<file path="src/rtl/moter_controller.sv">
// Turntable/fan motor driver: turns run/defrost level requests into an H-bridge
// command plus a fixed-frequency PWM enable, with a timed brake on every stop.
module moter_controller #(
  parameter int unsigned PWM_PERIOD   = 32'd1000,
  parameter int unsigned RUN_DUTY     = 32'd700,
  parameter int unsigned DEFROST_DUTY = 32'd300,
  parameter int unsigned BRAKE_CYCLES = 32'd100
) (
  input  logic       clk,
  input  logic       rst,
  input  logic       start,
  input  logic       defrost_start,
  output logic [1:0] moter_control,
  output logic       pwm_out
);

  localparam int CNT_W = (PWM_PERIOD > 32'd1) ? $clog2(PWM_PERIOD) : 1;
  localparam int BRK_W = (BRAKE_CYCLES > 32'd1) ? $clog2(BRAKE_CYCLES) : 1;

  localparam logic [CNT_W-1:0] CNT_LAST = CNT_W'(PWM_PERIOD - 32'd1);
  localparam logic [BRK_W-1:0] BRK_LAST = BRK_W'(BRAKE_CYCLES - 32'd1);

  typedef enum logic [1:0] {
    S_IDLE    = 2'b00,
    S_RUN     = 2'b01,
    S_DEFROST = 2'b10,
    S_BRAKE   = 2'b11
  } t_state;

  t_state             r_state;
  t_state             w_state_nxt;
  logic [CNT_W-1:0]   r_cnt;
  logic [CNT_W-1:0]   w_cnt_nxt;
  logic [BRK_W-1:0]   r_brk;
  logic [BRK_W-1:0]   w_brk_nxt;

  // State and counter registers with synchronous reset
  always_ff @(posedge clk) begin
    if (rst) begin
      r_state <= S_IDLE;
      r_cnt   <= '0;
      r_brk   <= '0;
    end else begin
      r_state <= w_state_nxt;
      r_cnt   <= w_cnt_nxt;
      r_brk   <= w_brk_nxt;
    end
  end

  // Next-state selection; start outranks defrost_start, BRAKE ignores requests
  always_comb begin
    w_state_nxt = r_state;
    case (r_state)
      S_IDLE: begin
        if (start) begin
          w_state_nxt = S_RUN;
        end else if (defrost_start) begin
          w_state_nxt = S_DEFROST;
        end else begin
          w_state_nxt = S_IDLE;
        end
      end
      S_RUN, S_DEFROST: begin
        if (start) begin
          w_state_nxt = S_RUN;
        end else if (defrost_start) begin
          w_state_nxt = S_DEFROST;
        end else begin
          w_state_nxt = S_BRAKE;
        end
      end
      S_BRAKE: begin
        if (r_brk == BRK_LAST) begin
          w_state_nxt = S_IDLE;
        end else begin
          w_state_nxt = S_BRAKE;
        end
      end
      default: w_state_nxt = S_IDLE;
    endcase
  end

  // PWM phase restarts on any entry to a drive state, including RUN<->DEFROST
  always_comb begin
    w_cnt_nxt = '0;
    if ((w_state_nxt == S_RUN || w_state_nxt == S_DEFROST) && (w_state_nxt == r_state)) begin
      if (r_cnt == CNT_LAST) begin
        w_cnt_nxt = '0;
      end else begin
        w_cnt_nxt = r_cnt + {{(CNT_W-1){1'b0}}, 1'b1};
      end
    end else begin
      w_cnt_nxt = '0;
    end
  end

  // Brake timer counts only while staying in BRAKE
  always_comb begin
    w_brk_nxt = '0;
    if (r_state == S_BRAKE && w_state_nxt == S_BRAKE) begin
      w_brk_nxt = r_brk + {{(BRK_W-1){1'b0}}, 1'b1};
    end else begin
      w_brk_nxt = '0;
    end
  end

  // Output decode from registers only
  always_comb begin
    moter_control = 2'b00;
    pwm_out       = 1'b0;
    case (r_state)
      S_IDLE: begin
        moter_control = 2'b00;
        pwm_out       = 1'b0;
      end
      S_RUN: begin
        moter_control = 2'b10;
        pwm_out       = (32'(r_cnt) < RUN_DUTY);
      end
      S_DEFROST: begin
        moter_control = 2'b10;
        pwm_out       = (32'(r_cnt) < DEFROST_DUTY);
      end
      S_BRAKE: begin
        moter_control = 2'b11;
        pwm_out       = 1'b0;
      end
      default: begin
        moter_control = 2'b00;
        pwm_out       = 1'b0;
      end
    endcase
  end

endmodule

</file>
<file path="config.mk">
export PLATFORM = sky130hd
export DESIGN_NAME = moter_controller
export DESIGN_NICKNAME = d
export VERILOG_FILES = /design/src/rtl/moter_controller.sv
export SDC_FILE = /design/constraint.sdc
export NUM_CORES = 1
export LEC_CHECK = 0
export CAP_MARGIN = 20
export CORE_MARGIN = 3
export CORE_UTILIZATION = 30
export CTS_CLUSTER_SIZE = 30
export DETAILED_ROUTE_END_ITERATION = 12
export GPL_ROUTABILITY_DRIVEN = 0
export PLACE_DENSITY = 0.51
export RECOVER_POWER = 50
export SYNTH_ARGS = -nofsm -noshare
export SYNTH_HDL_FRONTEND = slang
export SYNTH_SLANG_ARGS = --single-unit
</file>
<file path="constraint.sdc">
create_clock -name clk -period 6 [get_ports clk]
set_input_delay 1.8 -clock clk [delete_from_list [all_inputs] [get_ports clk]]
set_output_delay 1.8 -clock clk [all_outputs]
set_load 0.02 [all_outputs]
</file>
==> summary.txt, run 1 <==
Route
  – Final wirelength: 1.83 mm
  – Wire length per cell: 11.1 um
  – DRC violations left: 0
  – Routed vias/inst: 4.76
  – DRT Pass-1 Iters: 4
  – DR vias: 786
  – Antenna-violating nets left: 0
  – Initial DRC Count: 23

CTS
  – CTS max path bufs: 2
  – CTS tree: yes
  – Setup bufs post-CTS: 0
  – Clock sinks: 19
  – Clock slew seen by the registers of the worst setup and hold paths: 0.10 ns
  – CTS buffer count: 3
  – Post-cts resize count: 0
  – Later-pin clock latency in the skew report: 0.29 ns
  – Cts hold-fix bufs: 0
  – Clk root buf: clkbuf_4
  – H-tree levels: 1

Global route
  – Largest net degree at the start of global routing: 12
  – Global route total overflow: 0
  – GRT Total Usage: 0.0985
  – Vias in the first global route: 769
  – Initial antenna violation count: 0
  – First-pass GRT wire length: 3.35 mm

STA
  – Slew Viols, Final: 0
  – Fin Setup TNS: 0 ns
  – Slew headroom: 0.637
  – Final count of hold timing violations: 0
  – Slew @ Worst Pin: 0.545 ns
  – Min cycle time layout: 4.02 ns
  – Max Freq: 0.249 GHz
  – Final setup fails: 0
  – Crit share post-route: 0.670
  – Clk_skew: 0.000653 ns
  – RSZ-0062 raised after global routing: false

Power
  – Pleak: 0.400 nW
  – Pwr per Cell Area: 250 nW/um^2
  – Worst VDD drop: 154 uV

Yosys
  – Post-synth EDFFs: 0
  – Seq cells post-synth: 19
  – Cell Area, Synth: 1050 um^2
  – Post-synth top area share: 0.362
  – Async S/R FF share, synth: 0
  – Most frequent cells after synthesis: 19 x dfxtp_1, 11 x nor3_1, 8 x ha_1, 8 x nand3_1, 7 x nor2_1
  – Area contributors post-synth: dfxtp_1 36%, ha_1 9.5%, nor3_1 5.2%, xor2_1 5.0%, nand3_1 3.8%
  – Library cells used by synthesis: 34
  – Number of warnings issued by yosys: 0
  – Syn Nets: 125
  – Post-synthesis instance total: 113
  – Sequential area share after synthesis: 0.362
  – Mapped Avg Cell Area: 9.29 um^2
  – Prevailing post-synth register cell: dfxtp_1
  – Most used standard cell by instance count after synthesis: dfxtp_1
  – Synth area leader: dfxtp_1

Status
  – Status: completed

Setup path
  – CP Launch Point: start
  – Worst Path Required: 6.22 ns
  – Critical path destination: r_cnt[5]$_SDFF_PP0_
  – Crit Path Category: in2reg
  – Critical path endpoint category: flop
  – R2R Setup Slk: 3.14 ns
  – CP Launch Type: primary input
  – Reg2Reg Depth: 9
  – R2R Path Start: r_state[0]$_SDFF_PP0_
  – CP max FO: 10
  – CP arrival: 4.24 ns
  – Critical R2R Capture: r_cnt[5]$_SDFF_PP0_

Place
  – Post-DP HPWL: 1.43 mm
  – Port Buffers: 6
  – Inst Count DP: 161

Floorplanning
  – Starting Density: 0.328
  – Die area: 4250 um^2
  – Die X: 65.2 um
  – Core area: 3200 um^2
  – Chip Height: 65.2 um
  – I/O pin count: 7
  – Placement Rows: 20

Cells and area
  – Area added between synthesis and finish: 11.9%
  – Non-Filler Instances: 165
  – Fillers: 370
  – Nets@finish: 134
  – Layout cells sized above 1: 0.0826
  – Antenna diode count: 0
  – Final Core Density: 0.367

Run
  – Max-cap viol count: 0

Hold path
  – Type of the tightest min-delay check: reg2reg
where the power goes:
| part | total (mW) | leakage [nW] | switching [mW] | internal (mW) |
|---|---|---|---|---|
| combinational | 0.0956 | 0.229 | 0.0558 | 0.0398 |
| clock | 0.0619 | 0.0177 | 0.0371 | 0.0248 |
| sequential | 0.137 | 0.154 | 0.00580 | 0.131 |
| total | 0.294 | 0.400 | 0.0987 | 0.195 |
placed cells by master (no fill, tap or decap), types with 4 or more instances in the layout:
cell     Yosys  final
nand2_1      5      5
dfxtp_1     19     19
nor2_1       7      7
inv_1        5      5
a21oi_1      5      5
nand3_1      8      8
xor2_1       6      6
ha_1         8      8
nor3_1      11     11
xnor2_1      4      4
cells by family after synthesis:
group | share of synthesized area
and+or+nand+nor | 0.286
DFF | 0.362
adders and majority gates | 0.0954
AOI/OAI and AO/OA | 0.122
buffers and inverters | 0.0250
xor gates and xnor gates | 0.110
state kept, by name, summed over array words and instances, names as in the netlist:
signal	count
r_cnt	10
r_brk	7
r_state	2
per-stage QoR:
stage	total power [mW]	hold WS (ns)	area (um^2)	worst slack (ns)
after CTS	0.304	0.488	1180	2.19
after global routing	0.317	0.525	1170	1.81
after floorplan	0.213	0.430	1050	2.60
after detailed placement	0.240	0.456	1160	1.95
after global placement	0.239	0.449	1160	2.03
final	0.294	0.474	1170	1.98
worst min-delay path by stage:
stage	cells past startpoint	slack (ns)	startpoint	end
2_1_floorplan	1	0.43	r_brk[0]$_SDFF_PP0_	r_brk[0]$_SDFF_PP0_
3_3_place_gp	1	0.45	r_brk[0]$_SDFF_PP0_	r_brk[0]$_SDFF_PP0_
3_5_place_dp	1	0.46	r_brk[0]$_SDFF_PP0_	r_brk[0]$_SDFF_PP0_
4_1_cts	1	0.49	r_brk[0]$_SDFF_PP0_	r_brk[0]$_SDFF_PP0_
5_1_grt	1	0.53	r_cnt[0]$_SDFF_PP0_	r_cnt[0]$_SDFF_PP0_
6_report	1	0.47	r_brk[0]$_SDFF_PP0_	r_brk[0]$_SDFF_PP0_
layer usage:
layer,up-vias,global-route usage,part of all wire
met1,352,0.135,0.53
met3,2,0.0359,0.033
li1,423,-,-
met2,9,0.155,0.44
met4,0,0.00777,0.0038
met5,-,0,0
cell type report:
cell class,instances,area [um^2],area share
Tap cell,44,55.1,0.0469
Multi-Input combinational cell,87,633,0.539
Clock inverter,1,5.00,0.00426
Clock buffer,3,22.5,0.0192
Sequential cell,19,380,0.324
Timing Repair Buffer,6,60.1,0.0511
Inverter,5,18.8,0.0160
worst max-delay path, cell delays in order:
cell and delay [ns]:
dlygate4sd3_1 0.56, nand2b_1 0.17, a211oi_1 0.49, nor3_1 0.13
ha_1 0.30, nor3b_1 0.34, nand3b_4 0.21, nor3_1 0.23
Note: power is estimated with default switching activity, not from simulation.
==> inputs of run 2 (changes only) <==
Clock period 6 ns to 4.2 ns, I/O delays scaled along.
==> results of run 2 <==
The final DEF is identical to that of run 1. Status: completed.
Among the figures that moved: setup slack after placement 1.95 ns -> 0.688 ns; setup slack after layout 1.98 ns -> 0.719 ns; register-to-register setup slack 3.14 ns -> 1.34 ns; total power 0.294 mW -> 0.420 mW; worst IR drop on VDD 154 uV -> 221 uV
==> inputs of run 3 (changes only) <==
Clock period 4.2 ns to 3.5 ns, I/O delays scaled along.
==> run 3 against run 2 <==
Effect of this change:
- clock skew grew 0.0043 ns
- core utilization grew 0.12 points
- via count shrank 1.0%
- sequential power grew 20%
==> summary.txt, run 3 (synthesis results as in run 1) <==
Setup path
  – CP arrival: 3.28 ns (was 3.70 ns)
  – Critical path's slowest cell: dlygate4sd3_1 (unchanged)
  – Crit Path Category: in2reg (unchanged)
  – CP Cell Sequence: dlygate4sd3_1 > nand2b_1 > a211oi_2 > nor3_1 > ha_1 > nor3b_1 > nand3b_4 > a211oi_2 (was dlygate4sd3_1 > nand2b_1 > a211oi_1 > nor3_1 > ha_1 > nor3b_1 > nand3b_4 > nor3_1)
  – Worst Path Required: 3.72 ns (was 4.42 ns)
  – CP max FO: 10 (unchanged)
  – Critical path endpoint category: flop (unchanged)
  – Reg2Reg Depth: 9 (unchanged)
  – Critical R2R Capture: r_cnt[8]$_SDFF_PP0_ (was r_cnt[5]$_SDFF_PP0_)
  – R2R Setup Slk: 0.85 ns (was 1.34 ns)
  – CP Launch Type: primary input (unchanged)
  – R2R Path Start: r_state[0]$_SDFF_PP0_ (unchanged)
  – CP bufs+invs: 1 (unchanged)
  – Top delay family on crit path: simple AND/OR/NAND/NOR gates (unchanged)
  – Critical Path Max Stage Delay: 0.56 ns (about the same)
  – Cell repeated most along the worst path: a211oi_2 (was nor3_1)

Place
  – Post-DP HPWL: 1.38 mm (was 1.43 mm)
  – Inst Count DP: 161 (unchanged)
  – Port Buffers: 6 (unchanged)
  – Placed instance area: 1160 um^2 (unchanged)

STA
  – Final count of hold timing violations: 0 (unchanged)
  – Clk_skew: 0.00494 ns (was 0.000653 ns)
  – Final setup fails: 0 (unchanged)
  – Crit share post-route: 0.875
  – Slew Viols, Final: 0 (unchanged)
  – Max Freq: 0.326 GHz
  – Slew @ Worst Pin: 0.551 ns (was 0.545 ns)
  – Min cycle time layout: 3.06 ns
  – Slew headroom: 0.632 (was 0.637)
  – Fin Setup TNS: 0 ns (unchanged)
  – RSZ-0062 raised after global routing: false (unchanged)

Cells and area
  – Commonest non-fill, non-tap cell in the layout: dfxtp_1 (unchanged)
  – Register bank with the most flops: r_cnt (unchanged)
  – Layout cells sized above 1: 0.0826 (unchanged)
  – Post-Layout Inst Area: 1180 um^2 (was 1170 um^2)
  – Non-Filler Instances: 165 (unchanged)
  – Most frequent cells in the layout: 19 x dfxtp_1, 11 x nor3_1, 8 x nand3_1, 8 x ha_1, 7 x nor2_1 (unchanged)
  – Antenna diode count: 0 (unchanged)
  – Biggest regs: r_cnt x10, r_brk x7, r_state x2 (unchanged)
  – Nets@finish: 134 (unchanged)
  – Max reg flops: 10 (unchanged)
  – Area added between synthesis and finish: 12.3% (was 11.9%)
  – Final Core Density: 0.368 (was 0.367)

Power
  – Pwr per Cell Area: 428 nW/um^2 (was 358 nW/um^2)
  – Total power: 0.504 mW (was 0.420 mW)
  – Pleak: 0.398 nW (was 0.400 nW)
  – Worst VDD drop: 175 uV (was 221 uV)

Floorplanning
  – Chip Height: 65.2 um (unchanged)
  – Core area: 3200 um^2 (unchanged)
  – I/O pin count: 7 (unchanged)
  – Die X: 65.2 um (unchanged)
  – Starting Density: 0.328 (unchanged)
  – Die area: 4250 um^2 (unchanged)
  – Placement Rows: 20 (unchanged)

CTS
  – CTS buffer count: 3 (unchanged)
  – CTS max path bufs: 2 (unchanged)
  – Setup bufs post-CTS: 0 (unchanged)
  – Cts hold-fix bufs: 0 (unchanged)
  – Clk root buf: clkbuf_4 (unchanged)
  – Post-cts resize count: 0 (unchanged)
  – Later-pin clock latency in the skew report: 0.29 ns (about the same)
  – Clock slew seen by the registers of the worst setup and hold paths: 0.10 ns (about the same)
  – CTS tree: yes (unchanged)
  – H-tree levels: 1 (unchanged)
  – Clock sinks: 19 (unchanged)

Route
  – DRT Pass-1 Iters: 3 (was 4)
  – DR vias: 778 (was 786)
  – Initial DRC Count: 31 (was 23)
  – Routed vias/inst: 4.72 (was 4.76)
  – Final wirelength: 1.79 mm (was 1.83 mm)
  – DRC violations left: 0 (unchanged)
  – Wire length per cell: 10.8 um (was 11.1 um)
  – Antenna-violating nets left: 0 (unchanged)

Global route
  – Largest net degree at the start of global routing: 11 (was 12)
  – First-pass GRT wire length: 3.20 mm (was 3.35 mm)
  – Global route total overflow: 0 (unchanged)
  – Vias in the first global route: 747 (was 769)
  – GRT Total Usage: 0.0959 (was 0.0985)
  – Initial antenna violation count: 0 (unchanged)

Run
  – Max-cap viol count: 0 (unchanged)

Hold path
  – Type of the tightest min-delay check: reg2reg (unchanged)
  – Hold depth: 1 (unchanged)
  – Worst hold path endpoint: r_brk[0]$_SDFF_PP0_ (unchanged)
  – Critical hold path startpoint: r_brk[0]$_SDFF_PP0_ (unchanged)

Status
  – Status: completed (unchanged)
[run 3: stage by stage]
stage	setup WS (ns)	hold slack (ns)
after floorplan	0.853	0.430
after global placement	0.282	0.449
after detailed placement	0.217	0.454
after CTS	0.446	0.480
after global routing	0.249	0.518
final	0.437	0.472
[run 3: layer usage]
metal | part of all wire | vias to the layer above | global-route usage
met5 | 0 | - | 0
met4 | 0.0056 | 0 | 0.0155
met3 | 0.021 | 2 | 0.0359
met2 | 0.46 | 4 | 0.155
met1 | 0.52 | 348 | 0.124
li1 | - | 424 | -
[run 3: final cells by class]
class	count	area, um^2
Timing Repair Buffer	6	60.1
Clock buffer	4	26.3
Inverter	5	18.8
Multi-Input combinational cell	87	638
Fill cell	354	2020
Tap cell	44	55.1
Sequential cell	19	380
[run 3: how the worst max path moves through the flow]
stage	start	to	cells after the start
4_1_cts	r_cnt[2]$_SDFF_PP0_	pwm_out	5
2_1_floorplan	start	r_cnt[8]$_SDFF_PP0_	7
5_1_grt	start	r_cnt[4]$_SDFF_PP0_	8
3_3_place_gp	start	r_cnt[8]$_SDFF_PP0_	8
3_5_place_dp	start	r_cnt[8]$_SDFF_PP0_	8
6_report	start	r_cnt[8]$_SDFF_PP0_	8
[run 3: power by group]
| part | switching (mW) | internal (mW) |
|---|---|---|
| Clock | 0.0612 | 0.0442 |
| Sequential | 0.00966 | 0.224 |
| Combinational | 0.0966 | 0.0685 |
| Total | 0.167 | 0.337 |
